==> src/rtl/riscv_structures.sv <==
// Shared RV32I execute-stage definitions.
//   alu_op_e : 4-bit ALU operation select, encoded as {funct7[5], funct3}
//   F3_*     : branch funct3 codes used by the comparator
package riscv_structures;

  typedef enum logic [3:0] {
    ALU_ADD   = 4'b0000,
    ALU_SLL   = 4'b0001,
    ALU_SLT   = 4'b0010,
    ALU_SLTU  = 4'b0011,
    ALU_XOR   = 4'b0100,
    ALU_SRL   = 4'b0101,
    ALU_OR    = 4'b0110,
    ALU_AND   = 4'b0111,
    ALU_SUB   = 4'b1000,
    ALU_SRA   = 4'b1101,
    ALU_PASSB = 4'b1111
  } alu_op_e;

  localparam logic [2:0] F3_BEQ  = 3'b000;
  localparam logic [2:0] F3_BNE  = 3'b001;
  localparam logic [2:0] F3_BLT  = 3'b100;
  localparam logic [2:0] F3_BGE  = 3'b101;
  localparam logic [2:0] F3_BLTU = 3'b110;
  localparam logic [2:0] F3_BGEU = 3'b111;

endpackage

==> src/rtl/alu.sv <==
// 32-bit RV32I integer ALU, purely combinational, no flags.
//   in1    : operand A (rs1 or PC)
//   in2    : operand B (rs2 or immediate); shifts use in2[4:0] only
//   alu_op : alu_op_e code; unknown codes give result = 0
//   result : operation result, modulo 2^32
module alu
  import riscv_structures::*;
(
  input  logic [31:0] in1,
  input  logic [31:0] in2,
  input  logic [3:0]  alu_op,
  output logic [31:0] result
);

  alu_op_e    op;
  logic [4:0] shamt;

  assign op    = alu_op_e'(alu_op);
  assign shamt = in2[4:0];

  always_comb begin
    result = 32'd0;
    case (op)
      ALU_ADD:   result = in1 + in2;
      ALU_SUB:   result = in1 - in2;
      ALU_SLL:   result = in1 << shamt;
      ALU_SLT:   result = {31'd0, $signed(in1) < $signed(in2)};
      ALU_SLTU:  result = {31'd0, in1 < in2};
      ALU_XOR:   result = in1 ^ in2;
      ALU_SRL:   result = in1 >> shamt;
      ALU_SRA:   result = $unsigned($signed(in1) >>> shamt);
      ALU_OR:    result = in1 | in2;
      ALU_AND:   result = in1 & in2;
      ALU_PASSB: result = in2;
      default:   result = 32'd0;
    endcase
  end

endmodule

==> src/rtl/compare.sv <==
// Branch-condition comparator, purely combinational.
//   in1, in2 : comparator operands (rs1, rs2)
//   funct3   : branch funct3; 010/011 give cond = 0
//   cond     : branch condition, evaluated every cycle regardless of opcode
module compare
  import riscv_structures::*;
(
  input  logic [31:0] in1,
  input  logic [31:0] in2,
  input  logic [2:0]  funct3,
  output logic        cond
);

  logic eq, lt_s, lt_u;

  assign eq   = (in1 == in2);
  assign lt_s = ($signed(in1) < $signed(in2));
  assign lt_u = (in1 < in2);

  always_comb begin
    cond = 1'b0;
    case (funct3)
      F3_BEQ:  cond = eq;
      F3_BNE:  cond = !eq;
      F3_BLT:  cond = lt_s;
      F3_BGE:  cond = !lt_s;
      F3_BLTU: cond = lt_u;
      F3_BGEU: cond = !lt_u;
      default: cond = 1'b0;
    endcase
  end

endmodule

==> src/rtl/alu_cmp_unit.sv <==
// RV32I execute-stage integer datapath: ALU + branch comparator with a
// one-stage output register for the EX/MEM hand-off.
//   clk, rst_n        : clock, asynchronous active-low reset
//   in1, in2, alu_op  : ALU operands and operation
//   cmp1, cmp2, funct3: comparator operands and branch funct3
//   valid             : operands belong to a live instruction (not a gate)
//   result, cond      : combinational outputs (used for redirect)
//   result_q, cond_q, valid_q : registered copies, 1-cycle latency
module alu_cmp_unit
  import riscv_structures::*;
(
  input  logic        clk,
  input  logic        rst_n,
  input  logic [31:0] in1,
  input  logic [31:0] in2,
  input  logic [31:0] cmp1,
  input  logic [31:0] cmp2,
  input  logic [3:0]  alu_op,
  input  logic [2:0]  funct3,
  input  logic        valid,
  output logic [31:0] result,
  output logic        cond,
  output logic [31:0] result_q,
  output logic        cond_q,
  output logic        valid_q
);

  logic [31:0] result_d;
  logic        cond_d;
  logic        valid_d;

  alu u_alu (
    .in1    (in1),
    .in2    (in2),
    .alu_op (alu_op),
    .result (result)
  );

  compare u_compare (
    .in1    (cmp1),
    .in2    (cmp2),
    .funct3 (funct3),
    .cond   (cond)
  );

  // No enable or stall: every edge captures the current combinational values.
  always_comb begin
    result_d = result;
    cond_d   = cond;
    valid_d  = valid;
  end

  always_ff @(posedge clk or negedge rst_n) begin
    if (!rst_n) begin
      result_q <= 32'd0;
      cond_q   <= 1'b0;
      valid_q  <= 1'b0;
    end else begin
      result_q <= result_d;
      cond_q   <= cond_d;
      valid_q  <= valid_d;
    end
  end

endmodule

==> config.mk <==
export PLATFORM = sky130hd
export DESIGN_NAME = alu_cmp_unit
export DESIGN_NICKNAME = d
export VERILOG_FILES = /design/src/rtl/riscv_structures.sv /design/src/rtl/alu.sv /design/src/rtl/compare.sv /design/src/rtl/alu_cmp_unit.sv
export SDC_FILE = /design/constraint.sdc
export NUM_CORES = 1
export LEC_CHECK = 0
export ABC_AREA = 1
export ABC_CLOCK_PERIOD_IN_PS = 2000
export BUFFER_PORTS_ARGS = -buffer_cell sky130_fd_sc_hd__buf_2
export CAP_MARGIN = 20
export CORE_UTILIZATION = 48
export CTS_CLUSTER_SIZE = 30
export DETAILED_ROUTE_END_ITERATION = 7
export GPL_TIMING_DRIVEN = 1
export HOLD_SLACK_MARGIN = 0.02
export PLACE_DENSITY = 0.82
export SLEW_MARGIN = 20
export SYNTH_ARGS = -nofsm -noshare
export SYNTH_HDL_FRONTEND = slang
export SYNTH_SLANG_ARGS = --single-unit
==> constraint.sdc <==
create_clock -name clk -period 2 [get_ports clk]
set_input_delay 0 -clock clk [delete_from_list [all_inputs] [get_ports clk]]
set_output_delay 0 -clock clk [all_outputs]
set_load 0.005 [all_outputs]
* After elaboration in Yosys (flattened, before gate mapping)
Index checks and enable logic that the tools add are counted.
** Storage, ports and cells
- Bits in registers :: 34
- Latch bits :: 0
- RAM bits :: 0
- Bits in read-only memories :: 0
- Bits of input ports :: 138
- Logic and storage cells :: 38
- Memories :: 0
** Operators by class
- Add/subtract/negate cells :: 2
- Multiply operators :: 0
- Div/mod/pow operators :: 0
- Order comparisons :: 4
- Equal/unequal tests :: 16
- Shift operators :: 3
- Muxes and demuxes :: 2
- Bitwise operators :: 3
- Reductions and logical operators :: 5
** Operators with widths (number)
- one-hot mux 32 bit (11 select lines) :: 1
- less-than comparator 32 bit :: 4
- adder 32 bit :: 1
- AND 32 bit :: 1
- == test 32 bit :: 1
- bitwise OR 32 bit :: 1
- left shift 32 x 5 -> 32 bit :: 1
- right shift 32 x 5 -> 32 bit :: 1
- >>> shifter 32 x 5 -> 32 bit :: 1
- subtractor 32 bit :: 1
- XOR 32 bit :: 1
- == test 4 x 3 -> 1 bit (second input constant) :: 4
- == test 3 bit (second input constant) :: 4
- == test 4 bit (second input constant) :: 3
- == test 4 x 2 -> 1 bit (second input constant) :: 2
- one-hot mux 1 bit (6 select lines) :: 1
- == test 4 x 1 -> 1 bit (second input constant) :: 1
- logical NOT 4 bit :: 1
- == test 3 x 1 -> 1 bit (second input constant) :: 1
- logical NOT 1 bit :: 3
- logical NOT 3 bit :: 1

* Depth between registers and ports, before layout
- Word-level depth :: 3
- Mapped depth :: 17

* Modules after synthesis
Synthesis repeated with hierarchy kept, for this count alone.
** Second synthesis, totals
- Cells, all modules :: 2359
- Area total of the unflattened synthesis :: 12107.9 um^2
** Modules (own cells, without submodules)
- alu :: instances 1, cells each 2156, area an instance 10268.6 um^2
- compare :: instances 1, cells each 169, area an instance 988.4 um^2
- alu_cmp_unit :: instances 1, cells each 34, area an instance 850.8 um^2

* Worst setup path after synthesis
Ideal clock, no wire load.
- Kind :: input to register
- From :: input port in2[3]
- To :: register result_q[0]
- Arrival time :: 2.090 ns
- Required time :: 1.868 ns
- Path slack :: -0.221 ns
- Stages on the path :: 16
- Buffers on the path :: 4
- Cell sequence :: buf_2 -> inv_1 -> buf_2 -> buf_1 -> ha_1 -> buf_4 -> o21ai_0 -> a21oi_1 -> o21ai_1 -> nand2_1 -> nand2_1 -> nand2_1 -> nand2_1 -> nor2_1 -> nor2_1 -> nand2_1
** Between the ends
- Cells in the longest elaborated chain, start to end :: 2
** RTL lines
- start: declaration :: line alu_cmp_unit.sv:15 : input logic [31:0] in2,
- less-than comparator 32 bit (tied with other cells) :: line alu.sv:28 : ALU_SLTU: result = {31'd0, in1 < in2};
- one-hot mux 32 bit (11 select lines) (*) :: line alu.sv:23 : case (op)
- named net result[0] :: line alu_cmp_unit.sv:21 : output logic [31:0] result,
- end signal: assignment :: line alu_cmp_unit.sv:59 : result_q <= result_d;
- end: declaration :: line alu_cmp_unit.sv:23 : output logic [31:0] result_q,
The timed path passes the listed nets; every way through them passes the cells marked *.

* Worst setup path after layout
- From :: input port in1[13]
- To :: output port result[13]
** Between the ends
- Cells in the longest elaborated chain, start to end :: 2
** RTL lines
- start: declaration :: line alu_cmp_unit.sv:14 : input logic [31:0] in1,
- subtractor 32 bit (tied with other cells) :: line alu.sv:25 : ALU_SUB: result = in1 - in2;
- one-hot mux 32 bit (11 select lines) (*) :: line alu.sv:23
- end: declaration :: line alu_cmp_unit.sv:21
Every way passes the cells marked *; elsewhere a longest branch is shown, timed or not.

==> metrics.md <==
| Metric | Value |
|---|---|
| Final antenna-violating net count | 0 |
| Required time of the critical path | about 2 ns |
| RSZ-0062 raised after global routing | yes |
| Clock buffer depth | 2 |
| Critical Path End Type | output pin |
| Ys Warns | 0 |
| Die ar. | about 0.025 sq mm |
| Wire per inst | around 22 um |
| Width of the die | 159 um |
| Dominant cells by area after synthesis | nand2_1 (21%), nand3_1 (16%), ha_1 (14%), inv_1 (9.1%), dfrtp_1 (7.2%) |
| Root buffer cell | clkbuf_16 |
| Relative slew margins | 45.8% |
| F_max | approximately 0.50 GHz |
| Buffers & Inverters on Critical Path | 6 |
| Least-Margin Pin Slew | 0.812 ns |
| Most common cell after layout, fill and taps aside | nand2_1 |
| DIE HEIGHT | approximately 160 um |
| Largest net degree at the start of global routing | 74 |
| All-layer global routing usage | 50.3% |
| CP Depth | 13 |
| HPWL after DPL | ~55000 um |
| Fin crit period | 2.00 ns |
| H-tree levels | 2 |
| Register area share after synthesis | 7.18% |
| Drt pass-1 iters | 8 |
| Run status | finished clean |
| Slew Limit Fails | 0 |
| Initial antenna violation count | 0 |
| Leak | approximately 9.6 nW |
| Core Rows | 57 |
| Hold Vio Cnt, Final | 0 |
| Post-Syn Area | ~0.012 sq mm |
| Pwr per Cell Area | 378 mW/mm^2 |
| CTS tree | done |
| Max Cap Violations | 0 |
| Placed cells | 3063 |
| Final Cycle Share | roughly 100% |
| Mapped Nets | ~2500 |
| Cell Chain, Critical Path | buf_2 > buf_4 > ha_1 > buf_4 > nand2_1 > o21ai_0 > nor2_1 > o21ai_0 > a21oi_1 > buf_4 > nand4_1 > buf_4 > buf_2 |
| Drt via density | 6.02 |
| Port bufs | between 200 and 250 |
| Share of cells above drive strength 1 | between 30% and 40% |
| Finished Layout Cells | a little over 3000 |
| Synth Register Bits | 34 |
| Synth area leader | nand2_1 |
| RePlAce Congestion | between 1 and 1.5 |
| Post-synthesis cell type count | between 50 and 60 |
| Hold Crit Depth | 4 |
| First-pass GRT wire length | just under 100000 um |
| Nets | slightly above 3000 |
| Total wire length | ~67000 um |
| Most used cell, CP | buf_4 |
| IO Count | 205 |
| CP delay by family, top | buffers and inverters |
| Cells after Synth | 2223 |
| DR DRC count | 0 |
| VDD IR max | 0.000361 V |
| Crit path max fanout | 3 |
| Slowest-stage cell, CP | ha_1 |
| Share of the synthesized area in the top cell type | between 20% and 30% |
| Antenna diodes | 0 |
| Final setup fails | 0 |
| Final core occ | 70.9% |
| Cts bufs inserted | 5 |
| Largest stage delay on the critical path | ~0.25 ns |
| Worst Hold Class | input pin to flip-flop |
| Mean post-synth cell area | 5.33 sq um |
| Area delta synth->final | 45.0% |
| Crit start category | input pin |
| Setup CP Type | input pin to output pin |
| Arr. time, crit path | 2.00 ns |
| Vias | roughly 19000 |
| Starting DRC count in detailed routing | 2717 |
| Vias in the first global route | between 15000 and 20000 |
| Core area | around 0.024 sq mm |
| Clock slew at reported path FFs | 0.05 ns |
| Clk sink count | 34 |
| Overflow after GRT | 0 |
| Most frequent cells in the layout | nand2_1 (623), buf_4 (389), nand3_1 (350) |
| Initial core utilization | between 40% and 50% |
metal layers:
layer | global-route usage (%) | routed length [um]
met5 | 0 | 0
met4 | 37.0 | 5990
met3 | 12.5 | 9450
met2 | 73.8 | 26700
met1 | 63.8 | 24800
cell families after synthesis:
group / share of synthesized area, %
AOI/OAI and AO/OA: 16.6
buffers and inverters: 13.9
muxes: 0.0844
adders and majority gates: 14.1
DFF: 7.18
and+or+nand+nor: 48.0
xor gates and xnor gates: 0.148
final cells by class:
type / count / area, sq um
Inverter: 307 / 1160
Multi-Input combinational cell: 1795 / 10200
Fill cell: 2148 / 7050
Tap cell: 324 / 405
Clock buffer: 6 / 139
Timing Repair Buffer: 615 / 4370
Sequential cell: 34 / 851
Clock inverter: 1 / 30.0
path summary, 6_finish.rpt:
path	from	endpoint	slack (ns)
min	alu_op[2]	result_q[0]	0.14
max in group asynchronous	rst_n	result_q[2]	1.14
max	in1[13]	result[13]	0.003
min in group asynchronous	rst_n	result_q[13]	0.34
sequential cells by signal, summed over array words and instances (netlist names):
| signal | cells |
|---|---|
| cond_q | 1 |
| valid_q | 1 |
| result_q | 32 |
through the flow:
stage / setup slack, ns / power, mW / hold slack [ns] / TNS, ns / cell area, sq um
finish: 0.00291 / 6.51 / 0.142 / 0 / 17200
global route: -0.0881 / 6.80 / 0.183 / -0.775 / 17200
CTS: -0.0264 / 5.99 / 0.141 / -0.0588 / 16400
detailed placement: -0.247 / 4.99 / 0.110 / -5.80 / 16000
global placement: -0.181 / 4.92 / 0.0977 / -4.00 / 16000
floorplan: 0.00110 / 2.86 / -0.296 / 0 / 11900
cell usage after synthesis, drive strengths merged:
master	number
o21bai	8
nor3	28
nand2	668
nor3b	2
dfrtp	34
mux2i	1
a221oi	1
a21boi	1
o22ai	38
inv	306
a21o	3
a31oi	4
clkbuf	19
o21a	13
and3	1
nand3	383
ha	130
fa	2
nand3b	2
o21ai	119
or2	8
nor2	184
nand4	31
clkinv	1
a21oi	124
buf	68
nor4	6
a211oi	5
o211ai	28
and2	2
o221ai	1
xor2	2
where the power goes:
part | switching [mW] | leakage [nW] | internal [mW]
Combinational | 2.90 | 9.05 | 1.88
Sequential | 0.0233 | 0.439 | 0.774
Clock | 0.309 | 0.0829 | 0.615
Total | 3.23 | 9.57 | 3.27
worst min-delay path, cell delays in order:
cell and delay, ns:
buf_2 0.15, nor4_1 0.08, nand3_1 0.07, nand2_1 0.07
what timing repair did:
item                                    in CTS  in global routing
buffers inserted                             1                  8
pin swaps                                    9                 51
gates cloned                                 0                  1
resized for setup                           58                226
hold buffers                                 2                  0
endpoints found under the hold margin       35                  0
endpoints found under the setup margin      29                 32
Note: power is estimated with default switching activity, not from simulation.
